File: config.mk
export PLATFORM = sky130hd
export DESIGN_NAME = wave_capture_flat
export DESIGN_NICKNAME = d
export VERILOG_FILES = /design/src/rtl/wave_capture_if.sv /design/src/rtl/wave_capture.sv /design/src/flat_wrapper.sv
export SDC_FILE = /design/constraint.sdc
export NUM_CORES = 1
export LEC_CHECK = 0
export ABC_AREA = 1
export CORE_ASPECT_RATIO = 1.1
export CORE_MARGIN = 2
export CORE_UTILIZATION = 40
export CTS_BUF_LIST = sky130_fd_sc_hd__clkbuf_4
export CTS_CLUSTER_SIZE = 40
export DETAILED_ROUTE_END_ITERATION = 8
export GPL_TIMING_DRIVEN = 0
export HOLD_SLACK_MARGIN = 0.05
export PLACE_DENSITY_LB_ADDON = 0.12
export SETUP_SLACK_MARGIN = 0.1
export SKIP_LAST_GASP = 1
export SYNTH_ARGS = -nofsm -noshare
export SYNTH_HDL_FRONTEND = slang
export SYNTH_SLANG_ARGS = --single-unit
File: constraint.sdc
create_clock -name clk -period 2.5 [get_ports clk]
set_clock_uncertainty 0.05 [all_clocks]
set_input_delay 0.5 -clock clk [delete_from_list [all_inputs] [get_ports clk]]
set_output_delay 0.5 -clock clk [all_outputs]
set_load 0.01 [all_outputs]
File: src/rtl/wave_capture_if.sv
// Sample-stream, display-handshake and RAM-write signals of the wave capture block.
// master: the capture block itself; slave: the audio source, display and RAM side.
interface wave_capture_if;
    logic        new_sample_ready;
    logic [15:0] new_sample_in;
    logic        wave_display_idle;
    logic [9:0]  write_address;
    logic        write_enable;
    logic [7:0]  write_sample;
    logic        read_index;

    modport master (
        input  new_sample_ready,
        input  new_sample_in,
        input  wave_display_idle,
        output write_address,
        output write_enable,
        output write_sample,
        output read_index
    );

    modport slave (
        output new_sample_ready,
        output new_sample_in,
        output wave_display_idle,
        input  write_address,
        input  write_enable,
        input  write_sample,
        input  read_index
    );
endinterface

File: src/rtl/wave_capture.sv
// Captures a 512-entry window into the idle half of a double-buffered sample RAM.
// Optional macro WAVE_CAPTURE_DECIMATE_EN writes only every second strobe while capturing.
module wave_capture (
    input logic            clk,
    input logic            reset,
    wave_capture_if.master bus
);

    typedef enum logic [1:0] {StArmed, StActive, StWait} state_e;

    state_e      state_q, state_d;
    logic [8:0]  count_q, count_d;
    logic        prev_neg_q, prev_neg_d;
    logic        read_index_q, read_index_d;
    logic        write_enable_q, write_enable_d;
    logic [9:0]  write_address_q, write_address_d;
    logic [7:0]  write_sample_q, write_sample_d;
    logic        crossing;
    logic        accept;
    logic [7:0]  converted;

`ifdef WAVE_CAPTURE_DECIMATE_EN
    logic phase_q, phase_d;
    assign accept = phase_q;
`else
    assign accept = 1'b1;
`endif

    assign crossing  = bus.new_sample_ready & prev_neg_q & ~bus.new_sample_in[15];
    // Most positive sample maps to row 0 (top of screen).
    assign converted = {bus.new_sample_in[15], ~bus.new_sample_in[14:8]};

    always_comb begin
        state_d         = state_q;
        count_d         = count_q;
        read_index_d    = read_index_q;
        write_enable_d  = 1'b0;
        write_address_d = write_address_q;
        write_sample_d  = write_sample_q;
        prev_neg_d      = bus.new_sample_ready ? bus.new_sample_in[15] : prev_neg_q;
`ifdef WAVE_CAPTURE_DECIMATE_EN
        phase_d         = phase_q;
`endif

        case (state_q)
            StArmed: begin
                if (crossing) begin
                    write_enable_d  = 1'b1;
                    write_address_d = {~read_index_q, 9'd0};
                    write_sample_d  = converted;
                    count_d         = 9'd1;
                    state_d         = StActive;
`ifdef WAVE_CAPTURE_DECIMATE_EN
                    phase_d         = 1'b0;
`endif
                end
            end
            StActive: begin
                if (bus.new_sample_ready) begin
`ifdef WAVE_CAPTURE_DECIMATE_EN
                    phase_d = ~phase_q;
`endif
                    if (accept) begin
                        write_enable_d  = 1'b1;
                        write_address_d = {~read_index_q, count_q};
                        write_sample_d  = converted;
                        if (&count_q) begin
                            count_d = 9'd0;
                            state_d = StWait;
                        end else begin
                            count_d = count_q + 9'd1;
                        end
                    end
                end
            end
            StWait: begin
                // Swap only while the display is outside the wave region.
                if (bus.wave_display_idle) begin
                    read_index_d = ~read_index_q;
                    count_d      = 9'd0;
                    state_d      = StArmed;
                end
            end
            default: state_d = StArmed;
        endcase
    end

    always_ff @(posedge clk) begin
        if (reset) begin
            state_q         <= StArmed;
            count_q         <= 9'd0;
            prev_neg_q      <= 1'b0;
            read_index_q    <= 1'b0;
            write_enable_q  <= 1'b0;
            write_address_q <= 10'h200;
            write_sample_q  <= 8'h00;
`ifdef WAVE_CAPTURE_DECIMATE_EN
            phase_q         <= 1'b0;
`endif
        end else begin
            state_q         <= state_d;
            count_q         <= count_d;
            prev_neg_q      <= prev_neg_d;
            read_index_q    <= read_index_d;
            write_enable_q  <= write_enable_d;
            write_address_q <= write_address_d;
            write_sample_q  <= write_sample_d;
`ifdef WAVE_CAPTURE_DECIMATE_EN
            phase_q         <= phase_d;
`endif
        end
    end

    assign bus.write_enable  = write_enable_q;
    assign bus.write_address = write_address_q;
    assign bus.write_sample  = write_sample_q;
    assign bus.read_index    = read_index_q;

endmodule
File: src/flat_wrapper.sv
// flat-port wrapper written by rule: the top's interface ports become plain ports
module wave_capture_flat 
  (clk, reset, bus_new_sample_ready, bus_new_sample_in, bus_wave_display_idle, bus_write_address, bus_write_enable, bus_write_sample, bus_read_index);
  wave_capture_if bus_i ();
  input logic clk;
  input logic reset;
  input wire logic [$bits(bus_i.new_sample_ready)-1:0] bus_new_sample_ready;
  input wire logic [$bits(bus_i.new_sample_in)-1:0] bus_new_sample_in;
  input wire logic [$bits(bus_i.wave_display_idle)-1:0] bus_wave_display_idle;
  output wire logic [$bits(bus_i.write_address)-1:0] bus_write_address;
  output wire logic [$bits(bus_i.write_enable)-1:0] bus_write_enable;
  output wire logic [$bits(bus_i.write_sample)-1:0] bus_write_sample;
  output wire logic [$bits(bus_i.read_index)-1:0] bus_read_index;
  assign bus_i.new_sample_ready = bus_new_sample_ready;
  assign bus_i.new_sample_in = bus_new_sample_in;
  assign bus_i.wave_display_idle = bus_wave_display_idle;
  assign bus_write_address = bus_i.write_address;
  assign bus_write_enable = bus_i.write_enable;
  assign bus_write_sample = bus_i.write_sample;
  assign bus_read_index = bus_i.read_index;
  wave_capture u_core (.clk(clk), .reset(reset), .bus(bus_i));
endmodule
==> metrics.md <==
| Metric | Value |
|---|---|
| Worst-Skew Late Latency | `0.34 ns` |
| I/O pin count | `40` |
| Final Critical Period | `1.85 ns` |
| P_sw | `0.996 mW` |
| Worst Hold Slack | `0.432 ns` |
| Post-Syn Area | `~0.0015 mm^2` |
| Final hold violations | `0` |
| # setup viols final | `0` |
| Placed Cells incl. Taps | `305` |
| Total chip power | `2.50 mW` |
| Max IR drop VDD | `641 uV` |
| Net Count, Synth | `249` |
| DR DRC count | `0` |
| Clk root buf | `clkbuf_4` |
| Outcome | `finished, final reports clean` |
| Layout cells sized above 1 | `7.60%` |
| Period utilization | `74.0%` |
| Routed Antenna Nets | `0` |
| Worst setup EP type | `flop` |
| Synth Warn # | `0` |
| Buf+Inv Stages, Crit Path | `3` |
| Starting density of the core | `41.7%` |
| CTS tree | `yes` |
| CTS Hold Bufs | `0` |
| Leak | `0.846 nW` |
| Die area | `between 0.004 and 0.005 mm^2` |
| Crit path launch type | `flop` |
| Clk buf depth | `2` |
| GRT overflow | `0` |
| Post-CTS Setup Bufs | `0` |
| GRT Total Usage | `16.7%` |
| Area Growth Syn to Fin | `29.7%` |
| Distinct cells, synth | `24` |
| Worst Path Arrival | `2.10 ns` |
| Post-Layout Inst Area | `0.00198 mm^2` |
| Pre-antenna DRT Iters | `4` |
| Fillers | `384` |
| Placed cell area | `between 0.0015 and 0.002 mm^2` |
| Worst hold path class | `flop to flop` |
| Largest net degree at the start of global routing | `11` |
| Wire per inst | `10.1 um` |
| Max Clock Freq | `~0.54 GHz` |
| Crit-path max FO | `4` |
| WS Path Type | `flop to flop` |
| Vias in the first global route | `around 1300` |
| PD cells | `1270 mW/mm^2` |
| CP cell instances | `ha_1, nand2_1, inv_1, nand2_1, nor2_1, ha_1, inv_1, nand2_1, nor3_2, o21ai_0, nand2_1, nand2_1, inv_1` |
| Final Util | `54.1%` |
| Switching Fraction | `39.8%` |
| Max-cap violations | `0` |
| CP delay by family, top | `simple AND/OR/NAND/NOR gates` |
| DPL Wire Length | `approximately 2.3 mm` |
| WP data required | `between 2 and 3 ns` |
| Post-Layout Cell Count | `roughly 310` |
| Mapped Avg Cell Area | `6.80 um^2` |
| Antenna cells | `0` |
| # rows | `23` |
| Slew HR | `64.7%` |
| Place WS | `0.413 ns` |
| RePlAce Congestion | `0.778` |
| DRT Wirelength | `3.16 mm` |
| Critical Path Slowest Stage Cell | `dfxtp_1` |
| RSZ-0062 raised after global routing | `no` |
| Gate power share | `53.4%` |
| Fin Setup TNS | `0 ns` |
| Sequential share of the synthesized area | `between 40 and 50%` |
| Vias | `roughly 1400` |
| Number of synthesized register bits | `32` |
| Total CTS buffers | `5` |
| First-pass GRT wire length | `between 5 and 6 mm` |
| Clock H-tree levels | `2` |
| 1st-iter DRT viols | `29` |
| P_int | `1.50 mW` |
| Initial antenna violation count | `0` |
| Pins Over Slew Limit | `0` |
| Worst Tran Pin Value | `between 0.5 and 0.6 ns` |
| Crit path top cell by count | `nand2_1` |
| Die X | `62.8 um` |
| Avg Vias per Cell | `4.40` |
| Clk network pwr share | `16.0%` |
| Register share of total power | `30.6%` |
| CP max stage delay | `0.35 ns` |
| Synthesized instance count | `224` |
| PortBufs | `31` |
| Clock Sinks | `32` |
| Worst-path clk slew | `around 0.10 ns` |
| Nets | `287` |
| Final worst setup slack | `about 0.65 ns` |
| Resized cells post-CTS | `0` |
| Core area | `0.00365 mm^2` |
| Die height | `68.7 um` |
-- tightest hold or removal path, cell delays in order, from the launching register on --
cell,delay [ns]
dfxtp_1,0.34
a21oi_1,0.06
o21ai_0,0.06
-- final cells by class --
cell class,instances,area [um^2],share of cell area [%]
Sequential cell,32,641,32.4
Inverter,24,92.6,4.69
Clock inverter,2,35.0,1.77
Clock buffer,6,45.0,2.28
Tap cell,50,62.6,3.17
Multi-Input combinational cell,162,744,37.7
Timing Repair Buffer,31,310,15.7
Buffer,6,45.0,2.28
-- power by group through the flow --
| stage | Sequential [mW] | Clock, mW | Combinational, mW |
|---|---|---|---|
| after global routing | 0.792 | 0.441 | 1.49 |
| after detailed placement | 0.781 | 0 | 1.35 |
| final | 0.766 | 0.401 | 1.33 |
| after CTS | 0.768 | 0.412 | 1.35 |
| after global placement | 0.774 | 0 | 1.34 |
| after floorplan | 0.843 | 0 | 0.828 |
-- state kept, by name, summed over array words and instances (netlist names) --
name and count:
u_core.bus.read_index 1, u_core.bus.write_address 10, u_core.prev_neg_q 1, u_core.count_q 9
u_core.bus.write_enable 1, u_core.state_q 2, u_core.bus.write_sample 8
-- synthesized netlist by cell type --
| cell type | count | area, um^2 |
|---|---|---|
| nand2_4 | 2 | 22.5 |
| o21a_1 | 1 | 7.51 |
| nand2_2 | 2 | 12.5 |
| clkbuf_1 | 3 | 11.3 |
| dfxtp_1 | 32 | 641 |
| and2_1 | 1 | 6.26 |
| nor3_1 | 1 | 5.00 |
| nor3_2 | 1 | 10.0 |
| a21oi_1 | 6 | 30.0 |
| a211oi_1 | 1 | 7.51 |
| o21bai_1 | 3 | 22.5 |
| inv_2 | 3 | 11.3 |
| nand2_1 | 69 | 259 |
| inv_1 | 20 | 75.1 |
| or2_1 | 1 | 6.26 |
| xor2_1 | 1 | 8.76 |
| nand4_1 | 2 | 12.5 |
| o21ai_0 | 8 | 40.0 |
| nor2_1 | 47 | 176 |
| inv_4 | 1 | 6.26 |
| ha_1 | 5 | 62.6 |
| nand3_1 | 9 | 45.0 |
| buf_6 | 3 | 33.8 |
| o21ai_1 | 2 | 10.0 |
-- logic make-up (layout without fill, tap and decap cells) --
logic type	count (synthesis)	after routing	synth area share [%]
AO/OA/AOI/OAI	21	21	7.72
XOR/XNOR	1	1	0.575
adder cells (fa/ha/maj)	5	5	4.11
buffers and inverters	30	69	9.04
flip-flops	32	32	42.1
AND/OR/NAND/NOR	135	135	36.5
-- layer usage --
metal	up-vias	global-route usage (%)	share of wire, %
li1	765	-	-
met4	0	8.89	2.2
met2	27	29.0	45
met5	-	0	0
met1	578	18.2	47
met3	6	6.01	5.1
-- placed cells by master, fill, tap and decap left out, types with 5 or more instances in the layout --
cell type,netlist,final
clkbuf_4,0,6
nor2_1,47,47
dfxtp_1,32,32
inv_1,20,20
ha_1,5,5
nand2_1,69,69
clkdlybuf4s50_1,0,31
a21oi_1,6,6
nand3_1,9,9
o21ai_0,8,8
-- path summary, 6_finish.rpt --
kind | startpoint | end | slack [ns] | depth (start not counted)
setup / recovery | u_core.count_q[1] | u_core.count_q[3] | 0.65 | 13
hold reg to reg | u_core.bus.write_address[9] | u_core.bus.write_address[9] | 0.43 | 2
hold / removal | u_core.bus.write_address[9] | u_core.bus.write_address[9] | 0.43 | 2
setup reg to reg | u_core.count_q[1] | u_core.count_q[3] | 0.65 | 13
Note: power is estimated with default switching activity, not from simulation.
